**config.mk**
```make
export PLATFORM = sky130hd
export DESIGN_NAME = da_sample_pacer
export DESIGN_NICKNAME = d
export VERILOG_FILES = /design/src/rtl/da_sample_pacer.sv
export SDC_FILE = /design/constraint.sdc
export NUM_CORES = 1
export LEC_CHECK = 0
export ABC_AREA = 1
export BUFFER_PORTS_ARGS = -buffer_cell sky130_fd_sc_hd__buf_2
export CORE_ASPECT_RATIO = 1.25
export CORE_MARGIN = 4
export CORE_UTILIZATION = 40
export CTS_CLUSTER_DIAMETER = 40
export CTS_CLUSTER_SIZE = 8
export DETAILED_ROUTE_END_ITERATION = 10
export GPL_TIMING_DRIVEN = 1
export PLACE_DENSITY = 0.55
export SLEW_MARGIN = 20
export SYNTH_ARGS = -nofsm -noshare
export SYNTH_HDL_FRONTEND = slang
export SYNTH_SLANG_ARGS = --single-unit
```
**constraint.sdc**
```tcl
create_clock -name clk -period 1.9 [get_ports clk]
set_input_delay 0.095 -clock clk [delete_from_list [all_inputs] [get_ports clk]]
set_output_delay 0.095 -clock clk [all_outputs]
set_load 0.02 [all_outputs]
```
**src/rtl/da_sample_pacer.sv**
```systemverilog
// Sample pacer feeding the serial distributed-arithmetic 8-tap FIR: buffers a
// valid/ready sample stream and presents one sample on X per PERIOD enabled clocks.
module da_sample_pacer #(
    parameter int DATA_W = 8,
    parameter int PERIOD = 9,
    parameter int DEPTH  = 8,
    parameter int CNT_W  = 8,
    localparam int LVL_W = $clog2(DEPTH) + 1
) (
    input  logic              clk,
    input  logic              Rst,
    input  logic              enable,
    input  logic [DATA_W-1:0] in_data,
    input  logic              in_valid,
    output logic              in_ready,
    output logic [DATA_W-1:0] X,
    output logic              x_strobe,
    output logic              x_valid,
    output logic [LVL_W-1:0]  fifo_level,
    output logic              underflow,
    output logic [CNT_W-1:0]  underflow_cnt
);

    localparam int PTR_W = $clog2(DEPTH);
    localparam int PH_W  = $clog2(PERIOD);

    logic [DATA_W-1:0] mem [DEPTH];
    logic [PTR_W-1:0]  wptr;
    logic [PTR_W-1:0]  rptr;
    logic [LVL_W-1:0]  level;
    logic [PH_W-1:0]   phase;
    logic              empty;
    logic              push;
    logic              pop;
    logic              load;

    // Ready looks only at the registered level, so a full FIFO refuses input
    // even in a cycle that pops.
    assign empty      = (level == '0);
    assign in_ready   = !Rst && (level < LVL_W'(DEPTH));
    assign push       = in_valid && in_ready;
    assign load       = enable && (phase == '0);
    assign pop        = load && !empty;
    assign fifo_level = level;

    // NOTE: the sample storage has no reset; emptying the FIFO is done by
    // clearing the pointers and level, so stale words are never observable.
    always_ff @(posedge clk) begin
        if (push) begin
            mem[wptr] <= in_data;
        end
    end

    // NOTE: all sequential state uses non-blocking assignments so every
    // register samples pre-edge values, e.g. the pop reads the old head while
    // a same-edge push writes behind it.
    always_ff @(posedge clk) begin
        if (Rst) begin
            wptr          <= '0;
            rptr          <= '0;
            level         <= '0;
            phase         <= '0;
            X             <= '0;
            x_strobe      <= 1'b0;
            x_valid       <= 1'b0;
            underflow     <= 1'b0;
            underflow_cnt <= '0;
        end else begin
            if (push) begin
                wptr <= wptr + PTR_W'(1);
            end
            if (pop) begin
                rptr <= rptr + PTR_W'(1);
            end
            case ({push, pop})
                2'b10:   level <= level + LVL_W'(1);
                2'b01:   level <= level - LVL_W'(1);
                default: level <= level;
            endcase

            if (enable) begin
                phase <= (phase == PH_W'(PERIOD - 1)) ? '0 : phase + PH_W'(1);
            end

            x_strobe  <= load;
            underflow <= load && empty;
            if (load) begin
                // An empty FIFO at a load zero-fills X rather than repeating
                // the previous sample.
                X       <= empty ? '0 : mem[rptr];
                x_valid <= !empty;
                if (empty && (underflow_cnt != '1)) begin
                    underflow_cnt <= underflow_cnt + CNT_W'(1);
                end
            end
        end
    end

endmodule

```
==> results_dict.tcl <==
set metrics [dict create \
    boundaryPins 36 \
    dpl_worst_slack_ns 0.0990 \
    synth_top_area_share 0.428 \
    rsz0062_at_grt "false" \
    setup_viol 0 \
    grt_max_degree 33 \
    power_density_nw_per_um2 1020 \
    gp_congestion 0.841 \
    clock-sinks 100 \
    tritoncts "built" \
    outcome "finished, final reports clean" \
    yosys.area_share.simple 0.241 \
    final_common_cell "nand2_1" \
    antenna_left 0 \
    synth-compound-area-share 0.0513 \
    fin_skew_ns 0.00817 \
    antenna_found_initial 0 \
    relSlewSlack 0.609 \
    grt_pass1_wl_um 15800 \
    start_util 0.407 \
    synth_fa_ha_area_frac 0.0223 \
    ir_worst_vdd_mv 0.400 \
    path_clk_slew_ns 0.07 \
    core_um2 11000 \
    grt_pass1_vias 3093 \
    area_growth_pct 15.0 \
    io_buffers 35 \
    critPathArrivalTime_ns 1.95 \
    syn_inst 480 \
    die_w_um 103 \
    drtPass1Iterations 4 \
    timing.final.ws_setup_ns 0.180 \
    remaining_drc_errors 0 \
    crit_chain "inv_2 > ha_4 > nand3_4 > nor2_8 > ha_4 > inv_1 > nand2_1 > nand2_1 > ha_1 > a21oi_2 > xor2_1 > a21oi_1" \
    vias 3174 \
    clk_latency_ns 0.34 \
    die-area_um2 13000 \
    drive_gt1_frac 0.200 \
    yosysTopAreaCell "edfxtp_1" \
    synth_mux_area_frac 0 \
    layout.cells.non_filler 666 \
    grt-ovfl-total 0 \
    synth_seq_cells 100 \
    yosys_warnings 0 \
    synthesis.nets 500 \
    avgRoutedWirePerCell_um 14.2 \
    fin_setup_tns_ns 0 \
    cpMaxStageDelayCell "dfxtp_1" \
    criticalPathCategory "reg -> reg" \
    ys_types 30 \
    cts_inserted_buffers 9 \
    final_cell_mix "126 x nand2_1, 69 x inv_1, 64 x edfxtp_1, 53 x nand3_1, 35 x buf_2" \
    grt.total_usage 0.158 \
    dpl.cell_count 650 \
    viasPerCell 4.77 \
    synth_xor_area_frac 0.0117 \
    hold_viol_final 0 \
    rows 43 \
    fp.dieH_um 126 \
    root_buffer "clkbuf_16" \
    ys_top_cells_by_area "edfxtp_1 43%, dfxtp_1 16%, nand2_1 11%" \
    critPathLaunchType "register" \
    cpPeakStageDelay_ns 0.34 \
    syn_area_um2 4490 \
    cts_htree_levels 3 \
    clockBufferDepth 2 \
    ys_seq_area_frac 0.588 \
    maxSlewViolCount 0 \
    fin_crit_sh 0.905 \
    fin_nets 546 \
    synth_top_family_by_area "simple AND/OR/NAND/NOR gates" \
    drv_cap 0 \
    drt_iter0_drc 176 \
    diodes 0 \
    crit_path_end_kind "register" \
    worstPathMaxFanout 4 \
    hp-class "in -> reg" \
    syn_area_per_cell_um2 9.36 \
    worst_pin_slew_ns 0.586 \
    hold_slack_ns 0.0179 \
    fmax_ghz 0.581 \
    cts_setup_buffers 0 \
    wl_um 9480 \
    period_needed_ns 1.72 \
    critPathRequiredTime_ns 2.13 \
    dp_hpwl_um 6240 \
    leakagePower_nw 2.24 \
]
## stage by stage
stage	util	instance area (um2)	total power, W
floorplan	-	4510	0.00338
global placement	0.443	4890	0.00364
detailed placement	0.443	4890	0.00366
CTS	0.467	5150	0.00533
global route	0.468	5170	0.00557
finish	0.468	5170	0.00528
## layer usage
layer,vias to the layer above,share of wire,track usage
met2,64,0.51,0.273
met5,-,0,0
met4,0,0.021,0.0556
li1,1627,-,-
met3,14,0.043,0.0308
met1,1469,0.42,0.194
## repair_timing
action	in CTS	in global routing
gates resized for setup	0	4
hold buffers	0	0
endpoints found under the setup margin	0	2
## cell usage after synthesis, drive strengths merged
| cell type | number |
|---|---|
| xor2 | 6 |
| dfxtp | 36 |
| edfxtp | 64 |
| o21ai | 14 |
| nor3 | 1 |
| clkinv | 1 |
| nor2 | 35 |
| ha | 8 |
| nor3b | 1 |
| inv | 77 |
| clkbuf | 1 |
| nand3b | 2 |
| nand3 | 60 |
| a21oi | 26 |
| nand2 | 132 |
| buf | 15 |
| nand4 | 1 |
## report_power, final
part / switching, W / internal, W / total (W)
clock network: 0.000743 / 0.000928 / 0.00167
logic: 0.000709 / 0.000360 / 0.00107
registers: 0.000103 / 0.00243 / 0.00254
total: 0.00155 / 0.00372 / 0.00528
## sequential cells by signal (all words and copies together), names as in the netlist, 3 cells and up, named ones only
register	count
mem	64
X	8
underflow_cnt	8
fifo_level	4
phase	4
rptr	3
wptr	3
## area by class of cell
class	count	area [um2]
clock inverter	1	6.26
sequential	100	2650
fill	1044	5860
tap	135	169
clock buffer	15	258
multi-input combinational	286	1500
timing repair buffer	51	295
inverter	78	293
## logic make-up (layout without fill, tap and decap cells)
kind of cell,Yosys count,after routing
XOR/XNOR,6,6
buffers and inverters,94,145
AND/OR/NAND/NOR,232,232
adder cells (fa/ha/maj),8,8
AO/OA/AOI/OAI,40,40
flip-flops,100,100
## final timing paths
check / start / end / slack, ns / cells after the start
worst max-delay path: phase[0] / fifo_level[2] / 0.18 / 12
worst min-delay path: in_data[5] / mem[4][5] / 0.02 / 1
worst max register to register: phase[0] / fifo_level[2] / 0.18 / 12
worst min register to register: rptr[2] / rptr[2] / 0.47 / 2
## critical path, delay by kind of cell (launching register included)
kind / cells / cell delay, ns
AND/OR/NAND/NOR: 4 / 0.31
AO/OA/AOI/OAI: 2 / 0.19
adder cells (fa/ha/maj): 3 / 0.49
XOR/XNOR: 1 / 0.15
buffers and inverters: 2 / 0.13
flip-flops: 1 / 0.34
(Power assumes the default switching activity.)
